--- src/rtl/ldm_stm_sequencer.sv ---
// Block-transfer (LDM/STM) sequencer: walks a 16-bit register list lowest-first,
// issuing one memory access per listed register plus optional base writeback.
module ldm_stm_sequencer #(
    parameter int ADDR_W = 32,
    parameter int DATA_W = 32
) (
    input  logic              CLK,
    input  logic              RESETn,
    input  logic              Start,
    input  logic              IsLoad,
    input  logic [15:0]       RegList,
    input  logic [3:0]        Rn,
    input  logic [ADDR_W-1:0] BaseVal,
    input  logic              Up,
    input  logic              Pre,
    input  logic              WBack,
    input  logic              MemReady,
    input  logic [DATA_W-1:0] ReadData,
    input  logic [DATA_W-1:0] RD1,
    output logic [3:0]        RFA1,
    output logic [3:0]        RFA3,
    output logic              WE3,
    output logic [DATA_W-1:0] WD3,
    output logic              MemReq,
    output logic              MemWrite,
    output logic [ADDR_W-1:0] MemAddr,
    output logic [DATA_W-1:0] MemWData,
    output logic              PCWrite,
    output logic              Busy,
    output logic              Done
);

    typedef enum logic [1:0] {
        S_IDLE,
        S_XFER,
        S_WB,
        S_DONE
    } state_t;

    state_t            state_q, state_d;
    logic [15:0]       pending_q, pending_d;
    logic [3:0]        rn_q, rn_d;
    logic              is_load_q, is_load_d;
    logic              wback_q, wback_d;
    logic              rn_in_list_q, rn_in_list_d;
    logic [ADDR_W-1:0] addr_q, addr_d;
    logic [ADDR_W-1:0] final_q, final_d;

    logic [4:0]        reg_count;
    logic [ADDR_W-1:0] four_n;
    logic [3:0]        cur;
    logic [15:0]       cur_mask;

    always_comb begin
        reg_count = 5'd0;
        for (int i = 0; i < 16; i++) begin
            reg_count = reg_count + 5'(RegList[i]);
        end
    end

    assign four_n = ADDR_W'(reg_count) << 2;

    // Scan downward so the last hit is the lowest set bit.
    always_comb begin
        cur = 4'd0;
        for (int i = 15; i >= 0; i--) begin
            if (pending_q[i]) begin
                cur = 4'(i);
            end
        end
    end

    assign cur_mask = 16'd1 << cur;

    always_comb begin
        state_d      = state_q;
        pending_d    = pending_q;
        rn_d         = rn_q;
        is_load_d    = is_load_q;
        wback_d      = wback_q;
        rn_in_list_d = rn_in_list_q;
        addr_d       = addr_q;
        final_d      = final_q;

        RFA1     = 4'd0;
        RFA3     = 4'd0;
        WE3      = 1'b0;
        WD3      = '0;
        MemReq   = 1'b0;
        MemWrite = 1'b0;
        MemAddr  = '0;
        MemWData = '0;
        PCWrite  = 1'b0;
        Done     = 1'b0;

        case (state_q)
            S_IDLE: begin
                if (Start) begin
                    pending_d    = RegList;
                    rn_d         = Rn;
                    is_load_d    = IsLoad;
                    wback_d      = WBack;
                    rn_in_list_d = RegList[Rn];
                    if (Up) begin
                        addr_d  = Pre ? BaseVal + ADDR_W'(4) : BaseVal;
                        final_d = BaseVal + four_n;
                    end else begin
                        addr_d  = Pre ? BaseVal - four_n : BaseVal - four_n + ADDR_W'(4);
                        final_d = BaseVal - four_n;
                    end
                    state_d = (RegList == 16'd0) ? S_DONE : S_XFER;
                end
            end
            S_XFER: begin
                MemReq  = 1'b1;
                MemAddr = addr_q;
                if (!is_load_q) begin
                    MemWrite = 1'b1;
                    RFA1     = cur;
                    MemWData = RD1;
                end
                if (MemReady) begin
                    pending_d = pending_q & ~cur_mask;
                    addr_d    = addr_q + ADDR_W'(4);
                    if (is_load_q) begin
                        WD3 = ReadData;
                        if (cur == 4'd15) begin
                            PCWrite = 1'b1;
                        end else begin
                            WE3  = 1'b1;
                            RFA3 = cur;
                        end
                    end
                    if (pending_d == 16'd0) begin
                        // A loaded base register keeps the loaded value.
                        state_d = (wback_q && !(is_load_q && rn_in_list_q)) ? S_WB : S_DONE;
                    end
                end
            end
            S_WB: begin
                WE3     = 1'b1;
                RFA3    = rn_q;
                WD3     = DATA_W'(final_q);
                state_d = S_DONE;
            end
            S_DONE: begin
                Done    = 1'b1;
                state_d = S_IDLE;
            end
            default: state_d = S_IDLE;
        endcase
    end

    assign Busy = (state_q != S_IDLE);

    always_ff @(posedge CLK) begin
        if (!RESETn) begin
            state_q      <= S_IDLE;
            pending_q    <= 16'd0;
            rn_q         <= 4'd0;
            is_load_q    <= 1'b0;
            wback_q      <= 1'b0;
            rn_in_list_q <= 1'b0;
            addr_q       <= '0;
            final_q      <= '0;
        end else begin
            state_q      <= state_d;
            pending_q    <= pending_d;
            rn_q         <= rn_d;
            is_load_q    <= is_load_d;
            wback_q      <= wback_d;
            rn_in_list_q <= rn_in_list_d;
            addr_q       <= addr_d;
            final_q      <= final_d;
        end
    end

endmodule

--- config.mk ---
export PLATFORM = sky130hd
export DESIGN_NAME = ldm_stm_sequencer
export DESIGN_NICKNAME = d
export VERILOG_FILES = /design/src/rtl/ldm_stm_sequencer.sv
export SDC_FILE = /design/constraint.sdc
export NUM_CORES = 1
export LEC_CHECK = 0
export ABC_AREA = 1
export BUFFER_PORTS_ARGS = -buffer_cell sky130_fd_sc_hd__buf_4
export CAP_MARGIN = 20
export CORE_MARGIN = 2
export CORE_UTILIZATION = 40
export DETAILED_ROUTE_END_ITERATION = 8
export GPL_TIMING_DRIVEN = 0
export PLACE_DENSITY = 0.65
export RECOVER_POWER = 25
export SETUP_SLACK_MARGIN = 0.5
export SYNTH_ARGS = -nofsm -noshare
export SYNTH_HDL_FRONTEND = slang
export SYNTH_SLANG_ARGS = --single-unit
--- constraint.sdc ---
create_clock -name CLK -period 7.23 [get_ports CLK]
set_clock_uncertainty 0.2 [all_clocks]
set_input_delay 0.723 -clock CLK [delete_from_list [all_inputs] [get_ports CLK]]
set_output_delay 0.723 -clock CLK [all_outputs]
set_load 0.01 [all_outputs]
; Yosys cells after proc, flatten, opt, wreduce, memory -nomap -nowiden
; Index checks and enable logic that the tools add are counted.
[totals]
mem_bits_rw = 0
wordCells = 108
reg_bits = 89
latch_bits = 0
memories = 0
rom_bits = 0
output_inout_bits = 110
[classes]
bitwise = 2
n_reduce_logical = 11
mux = 58
eq_ne = 7
addsub = 20
n_lt_le_gt_ge = 1
div_mod_pow = 0
mul = 0
n_shift = 1
[ops]
columns = cell, n
row1 = two-way mux 32 bit, 11
row2 = one-hot mux 32 bit (2 select lines), 2
row3 = "adder 32 x 3 -> 32 bit, second input constant", 3
row4 = two-way mux 4 bit, 21
row5 = adder 5 x 1 -> 5 bit, 11
row6 = adder 32 x 7 -> 32 bit, 1
row7 = logical NOT 16 bit, 2
row8 = two-way mux 16 bit, 2
row9 = one-hot mux 16 bit (2 select lines), 1
row10 = subtractor 32 x 7 -> 32 bit, 1
row11 = bitwise AND 16 bit, 1
row12 = NOT 16 bit, 1
row13 = "left shift 1 x 4 -> 16 bit, first input constant", 1
row14 = two-way mux 1 bit, 13
row15 = two-way mux 2 bit, 4
row16 = one-hot mux 2 bit (4 select lines), 1
row17 = one-hot mux 4 bit (2 select lines), 1
row18 = "inequality test 2 bit, second input constant", 3
row19 = AND reduction 3 bit, 2
row20 = adder 4 x 1 -> 5 bit, 1
row21 = "less-than comparator 4 x 5 -> 1 bit, second input constant", 1
row22 = adder 3 x 1 -> 4 bit, 1
row23 = binary-select mux 1 bit (select 4 bit), 1
row24 = "== test 2 bit, second input constant", 2
row25 = other kinds (10), 12

; Logic depth before layout (Yosys ltp)
; Gate-level depths: netlist (run 1).
[logic_depth]
word_depth = 23
mapped_depth = 34

; Least setup slack after synthesis (run 1)
; OpenSTA, ideal clock, no wires.
[synth_path]
kind = input-to-reg
start = input RegList[0]
end = register addr_q[25]
path_slack_ns = 1.240
stages = 29
arrival_ns = 5.671
path_cell_list = inv_1 > fa_1 > fa_1 > fa_1 > fa_1 > inv_1 > ha_1 > fa_1 > xor2_1 > ha_1 > inv_2 > a21oi_2 > nand2_2 > a21oi_4 > nand2_4 > nor2_8 > nand2_4 > nand2_1 > nand2_2 > nor2_4 > nand3_2 > inv_2 > nand3_4 > nor2_4 > nand2_2 > o21ai_1 > inv_1 > o21ai_1 > a21oi_1
[synth_between]
elab_chain_cells = 21
[synth_lines]
columns = element, line_no
row1 = from (decl), 11  ; input logic [15:0] RegList,
row2 = adder 1 x 1 -> 2 bit *, 57  ; reg_count = reg_count + 5'(RegList[i]);
row3 = adder 2 x 1 -> 3 bit *, 57
row4 = adder 3 x 1 -> 4 bit *, 57
row5 = adder 4 x 1 -> 5 bit *, 57
row6 = adder 5 x 1 -> 5 bit * (11 in a row), 57
row7 = subtractor 32 x 7 -> 32 bit *, 108  ; addr_d = Pre ? BaseVal - four_n : BaseVal - four_n + ADDR_W'(4);
row8 = adder 32 x 3 -> 32 bit, 108
row9 = two-way mux 32 bit *, 108
row10 = two-way mux 32 bit *, 104  ; if (Up) begin
row11 = two-way mux 32 bit *, 98  ; if (Start) begin
row12 = one-hot mux 32 bit (2 select lines) *, 96  ; case (state_q)
row13 = to (signal assigned), 173  ; addr_q <= addr_d;
row14 = to (decl), 46  ; logic [ADDR_W-1:0] addr_q, addr_d;
; Every way passes the cells marked *; elsewhere a longest branch is shown, timed or not. The select of a mux whose other input is x is not followed.
; A chain may end at the register's enable or synchronous reset.

; Final worst setup path (run 1)
[layout_path]
start = input RegList[5]
end = register addr_q[25]
[layout_between]
elab_chain_cells = 17
[layout_lines]
columns = element, line_no
row1 = adder 5 x 1 -> 5 bit * (11 in a row), 57
row2 = subtractor 32 x 7 -> 32 bit *, 108
row3 = adder 32 x 3 -> 32 bit, 108
row4 = two-way mux 32 bit *, 108
row5 = two-way mux 32 bit *, 104
row6 = two-way mux 32 bit *, 98
row7 = one-hot mux 32 bit (2 select lines) *, 96
; Marked as above.

==> results of run 1 <==
## cells by family after synthesis
group | after synthesis | share of synthesized area (%)
DFF | 89 | 18.18
AOI/OAI and AO/OA | 354 | 20.33
xor gates and xnor gates | 70 | 6.410
adders and majority gates | 37 | 5.644
and+or+nand+nor | 810 | 36.06
buffers and inverters | 341 | 13.37
## final timing paths
kind	slack, ps	to	cells after the start
hold / removal	270	addr_q[0]	2
setup / recovery	670	addr_q[25]	29
setup reg to reg	4090	state_q[0]	16
hold reg to reg	270	addr_q[0]	2
## worst register-to-register path: stages (launching register included)
cell and delay, ps:
dfxtp_1 310, inv_1 150, nand2_1 100, nor3_1 280, inv_1 70, a21oi_1 570, nand4_1 280, o21ai_0 290
nand2_1 80, inv_1 60, nand3_1 70, nor2_1 170, nand2_1 100, nand2_1 120, nand3_1 100, nand2_1 70
nor2_1 40
## power groups by stage
stage          clock [W]  combinational (W)  sequential [W]
6_report        0.000493            0.00327        0.000852
5_1_grt         0.000515            0.00358        0.000874
4_1_cts         0.000492            0.00307        0.000844
3_5_place_dp           0            0.00304        0.000854
3_3_place_gp           0            0.00303        0.000853
2_1_floorplan          0            0.00198        0.000794
## through the flow
stage | hold WS (ps) | cell area (um2)
floorplan | 244.1 | 9798
global placement | 253.4 | 11880
detailed placement | 260.5 | 11880
CTS | 271.5 | 12210
global route | 293.0 | 12400
finish | 269.7 | 12400
## layer usage
layer  GRT usage (%)  vias to the layer above  share of wire (%)
met3           4.700                       93                7.5
met4           14.13                        0                4.2
met5               0                        -                  0
met2           58.01                      563                 47
met1           41.73                     5732                 41
li1                -                     6024                  -
## sequential cells by signal (all words and copies together), names as in the netlist
register and count:
addr_q 32, final_q 32, is_load_q 1, pending_q 16, rn_in_list_q 1, rn_q 4
state_q 2, wback_q 1
## what timing repair did
item | CTS | global route
resized for setup | 5 | 34
pin swaps | 2 | 20
setup buffers | 1 | 10
endpoints found under the setup margin | 13 | 22
## cells in the mapped netlist (5+ instances only)
cell | n | area, um2
fa_1 | 12 | 240.2
or2_2 | 7 | 43.79
nor3_1 | 39 | 195.2
o21ai_0 | 110 | 550.5
nor2_1 | 184 | 690.7
inv_1 | 249 | 934.7
o21bai_1 | 6 | 45.04
buf_2 | 6 | 30.03
xnor2_1 | 6 | 52.55
a21oi_1 | 161 | 805.8
o211ai_1 | 37 | 277.8
nand2_1 | 397 | 1490
dfxtp_1 | 89 | 1782
a31oi_1 | 10 | 62.56
o221ai_1 | 5 | 43.79
nor2_4 | 7 | 78.83
ha_1 | 25 | 312.8
nor4_1 | 15 | 93.84
inv_2 | 6 | 22.52
nand4_1 | 37 | 231.5
nand3_1 | 102 | 510.5
clkinv_1 | 5 | 18.77
nand2_2 | 5 | 31.28
xor2_1 | 62 | 543.0
buf_1 | 8 | 30.03
clkbuf_1 | 62 | 232.7
## final cells by class
| cell class | instances | area [um2] | area share (%) |
|---|---|---|---|
| Sequential cell | 89 | 1782 | 14.37 |
| Clock inverter | 7 | 83.83 | 0.6762 |
| Timing Repair Buffer | 234 | 1705 | 13.76 |
| Multi-Input combinational cell | 1271 | 6897 | 55.63 |
| Tap cell | 324 | 405.4 | 3.270 |
| Buffer | 81 | 321.6 | 2.594 |
| Inverter | 260 | 978.4 | 7.892 |
| Clock buffer | 9 | 225.2 | 1.817 |
==> results by group, run 1 <==
CTS
  – Cts hold-fix bufs: 0
  – CTS tree: built
  – H-tree levels: 3
  – CTS Root Cell: clkbuf_16
  – Worst-skew pair later-pin latency: 360 ps
  – Sinks on Clock Net: 89
  – CTS max path bufs: 2
  – CTS clock-pin slew for the worst setup and hold paths: 80 ps
  – CTS Buf Count: 9

Route
  – Final WL: 44.61 mm
  – Residual DRC count: 0
  – Vias: 12410
  – Post-DRT Antenna Nets: 0
  – Drt first pass iters: 6
  – Via-to-Cell Ratio: 5.456
  – Average wire per standard cell: 19.61 um
  – DR iter-0 viols: 1241

Final layout
  – Fillers: 2608
  – Finished Layout Cells: 2275
  – Final core utilization: 51.28%
  – Share of layout cells above drive strength 1: 15.89%
  – Commonest cells after routing, fill and taps aside: nand2_1, inv_1, buf_4, nor2_1, a21oi_1
  – Number of antenna diodes: 0
  – Layout area overhead: 26.54%
  – Final #Nets: 2107
  – Most common cell after layout, fill and taps aside: nand2_1

Place
  – Placed Cells: 2248
  – Pre-CTS setup slack: -247.2 ps
  – Dpl hpwl: 36.47 mm
  – # port buffers: 223
  – Gp weighted congestion: 0.9949

Timing
  – RSZ-0062 raised after global routing: yes
  – Min cycle time layout: 6565 ps
  – Min setup slack post-route: 665.3 ps
  – Measured slew at the worst slew-check pin: 905.3 ps
  – Worst slew margin: 39.65%
  – Fin. max-slew vios: 0
  – Period utilization: 90.80%
  – Final setup fails: 0
  – Final TNS setup: 0 ps
  – Final Hold Fails: 0
  – Fmax: 152.3 MHz

Synth
  – Mapped Nets: 1862
  – Synth Register Bits: 89
  – EDFF count, synth: 0
  – Ys flop type: dfxtp_1
  – Post-synth ARST share: 0%
  – Synthesized area per cell: 5.760 um2
  – Mapped cell area: 0.009798 mm2
  – Netlist cell types: 50
  – Cells after Synth: 1701
  – Synth warn: 0
  – Post-synthesis sequential area ratio: 18.18%

Floorplanning
  – Die Wd: 160.5 um
  – Die height: 160.5 um
  – Cell row count: 57
  – Initial core utilization: 40.53%
  – Die area: 0.02576 mm2
  – Num ports: 234
  – Core area: 0.02418 mm2

GRT
  – GRT Overall Usage: 33.51%
  – Vias in the first global route: 11640
  – Largest net degree at the start of global routing: 20
  – First-pass GRT wire length: 66.43 mm
  – Grt total ovfl: 0
  – Antenna violations before repair: 1

Pwr
  – Switch share: 56.81%
  – Switch Pwr: 0.002621 W
  – Internal Power: 0.001992 W
  – Pwr dens: 372.1 mW/mm2
  – Peak VDD IR: 0.2864 mV
  – Flop pwr share: 18.5%
  – Logic pwr share: 70.8%
  – Overall power: 0.004613 W
  – Total leakage power: 5.730 nW
  – Clock Power Share: 10.7%

Min path
  – Worst Min Path Start: addr_q[0]
  – Hold Crit Class: reg2reg

Critical path
  – Reg-to-Reg Start: pending_q[0]
  – Buffers and inverters on the worst path: 7
  – Crit path arrival time: 6600 ps
  – Startpoint type of the worst setup path: primary input
  – Crit. Startpoint: RegList[5]
  – WP data required: 7260 ps
  – CP top delay family: adder cells
  – Worst Setup End Kind: register
  – Max FO, Critical Path: 6
  – Slowest cell on crit path: fa_1
  – Setup CP Type: in2reg
  – Max incr delay on CP: 580 ps

Outcome
  – Status: finished, final reports clean

Job
  – Number of max-cap violations: 0
No activity file was read; power rests on OpenSTA's default activity.
==> run 2, diff against run 1 <==
Settings changed: RECOVER_POWER 25 to unset.
==> run 2 against run 1 <==
Against the previous run: the flow now finishes with violations (DRC); first-iteration DRC count down 5.5%; clock-buffer cell count unchanged; combinational power up 1%; die area unchanged; maximum frequency up 0.24%; wire length down 0.42%; cell count unchanged; register-to-register slack worse by 30 ps; clock power about the same; core utilization up 0.32 points; critical path type unchanged.
==> results by group, run 2 (synthesized netlist as in run 1, its figures left out) <==
Outcome
  – Status: complete, but fails checks
  – Failing checks: DRC

Timing
  – Fmax: 152.7 MHz
  – Final Hold Fails: 0
  – Min cycle time layout: 6549 ps
  – Measured slew at the worst slew-check pin: 883.0 ps
  – Min setup slack post-route: 681.0 ps
  – RSZ-0062 raised after global routing: yes
  – Period utilization: 90.58%
  – Final setup fails: 0
  – Hold slack: 271.5 ps
  – Fin. max-slew vios: 0
  – Worst slew margin: 41.13%

Pwr
  – Overall power: 0.004653 W
  – Peak VDD IR: 0.2891 mV
  – Total leakage power: 5.809 nW
  – Pwr dens: 373.0 mW/mm2

GRT
  – Grt total ovfl: 0
  – Vias in the first global route: 11640
  – Antenna violations before repair: 1
  – Largest net degree at the start of global routing: 20
  – GRT Overall Usage: 33.51%
  – First-pass GRT wire length: 66.43 mm

Final layout
  – Top Registers: addr_q: 32 flops, final_q: 32 flops, pending_q: 16 flops
  – Footprint of the multi-input gates: 0.006897 mm2
  – FF+latch area: 0.001782 mm2
  – Commonest cells after routing, fill and taps aside: nand2_1, inv_1, buf_4, nor2_1, a21oi_1
  – Finished Layout Cells: 2275
  – Fillers: 2586
  – Share of layout cells above drive strength 1: 17.02%
  – Most common cell after layout, fill and taps aside: nand2_1
  – Final #Nets: 2107
  – Number of antenna diodes: 0
  – Layout area overhead: 27.31%

Floorplanning
  – Die height: 160.5 um
  – Num ports: 234
  – Cell row count: 57
  – Die area: 0.02576 mm2
  – Core area: 0.02418 mm2
  – Initial core utilization: 40.53%
  – Die Wd: 160.5 um

Route
  – Final WL: 44.42 mm
  – Via-to-Cell Ratio: 5.460
  – Drt first pass iters: 7
  – Residual DRC count: 1
  – DR iter-0 viols: 1173
  – Post-DRT Antenna Nets: 0
  – Vias: 12420
  – Average wire per standard cell: 19.53 um

Critical path
  – Startpoint type of the worst setup path: primary input
  – CP top delay family: adder cells
  – Worst Setup End Kind: register
  – Slowest cell on crit path: fa_1
  – Worst R2R Setup Slack: 4060 ps
  – Buffers and inverters on the worst path: 7
  – Reg-to-Reg Start: pending_q[0]
  – Max FO, Critical Path: 6
  – Max incr delay on CP: 580 ps
  – Cell repeated most along the worst path: fa_1
  – WP data required: 7260 ps
  – Reg-to-Reg End: state_q[0]
  – Setup CP Type: in2reg
  – Crit path arrival time: 6580 ps
  – Worst R2R Path Depth: 16

CTS
  – Sinks on Clock Net: 89
  – CTS max path bufs: 2
  – CTS clock-pin slew for the worst setup and hold paths: 70 ps
  – Cts hold-fix bufs: 0
  – H-tree levels: 3
  – CTS Buf Count: 9
  – Worst-skew pair later-pin latency: 360 ps
  – CTS Root Cell: clkbuf_16
  – CTS tree: built

Place
  – Placed Cells: 2248
  – Gp weighted congestion: 0.9949
  – Pre-CTS setup slack: -247.2 ps
  – Dpl hpwl: 36.47 mm
  – # port buffers: 223

Min path
  – Hold path cells: 2
  – Worst Min Path Start: pending_q[0]
  – Hold Crit Class: reg2reg
  – Hold EP: pending_q[0]

Job
  – Number of max-cap violations: 0
## run 2: cell types whose count changed in the layout (fill, tap and decap cells not counted)
cell      before  now
buf_1          6    8
inv_1        248  246
buf_4        219  237
clkbuf_1      84   62
buf_2          5    6
inv_2          6    8
buf_6          0    1
## run 2: cell type report
type / instances / area share (%)
timing repair buffer: 234 / 14.18
clock buffer: 9 / 1.805
inverter: 260 / 7.844
multi-input combinational: 1271 / 55.29
tap: 324 / 3.250
sequential: 89 / 14.28
buffer: 81 / 2.678
clock inverter: 7 / 0.6720
## run 2: what timing repair did
action                     4_1_cts  5_1_grt
resized for setup                5       34
pin swaps                        2       20
setup endpoints to repair       13       22
setup buffers                    1       10
## run 2: how the worst max path moves through the flow
stage	startpoint	to	slack (ps)	cells after the start
2_1_floorplan	RegList[0]	addr_q[25]	1240	29
3_3_place_gp	RegList[0]	final_q[30]	-260	27
3_5_place_dp	RegList[0]	final_q[30]	-250	27
4_1_cts	RegList[0]	addr_q[27]	500	27
5_1_grt	RegList[3]	addr_q[25]	450	29
6_report	RegList[5]	addr_q[25]	680	31
## run 2: stage by stage
step,utilization (%),cell area [um2],setup TNS [ps]
4_1_cts,50.52,12210,0
3_3_place_gp,49.13,11880,-278.7
6_report,51.60,12470,0
5_1_grt,51.60,12470,0
2_1_floorplan,-,9798,0
3_5_place_dp,49.13,11880,-249.7
## run 2: routing by layer
layer	share of wire, %	GRT usage [%]
met5	0	0
met4	4.3	14.13
met3	7.5	4.700
met2	47	58.01
met1	41	41.73
## run 2: worst reg2reg max path: stages, from the launching register on
cell     delay, ps
dfxtp_1        310
inv_1          150
nand2_1        100
nor3_1         280
inv_1           70
a21oi_1        580
nand4_1        270
o21ai_0        290
nand2_1         80
inv_1           60
nand3_1         70
nor2_1         170
nand2_1        100
nand2_1        120
nand3_1        100
nand2_1         70
nor2_1          40
## run 2: report_power, final
part	switching (W)	internal, W
Clock	0.000242	0.000249
Combinational	0.00220	0.00111
Sequential	0.000183	0.000670
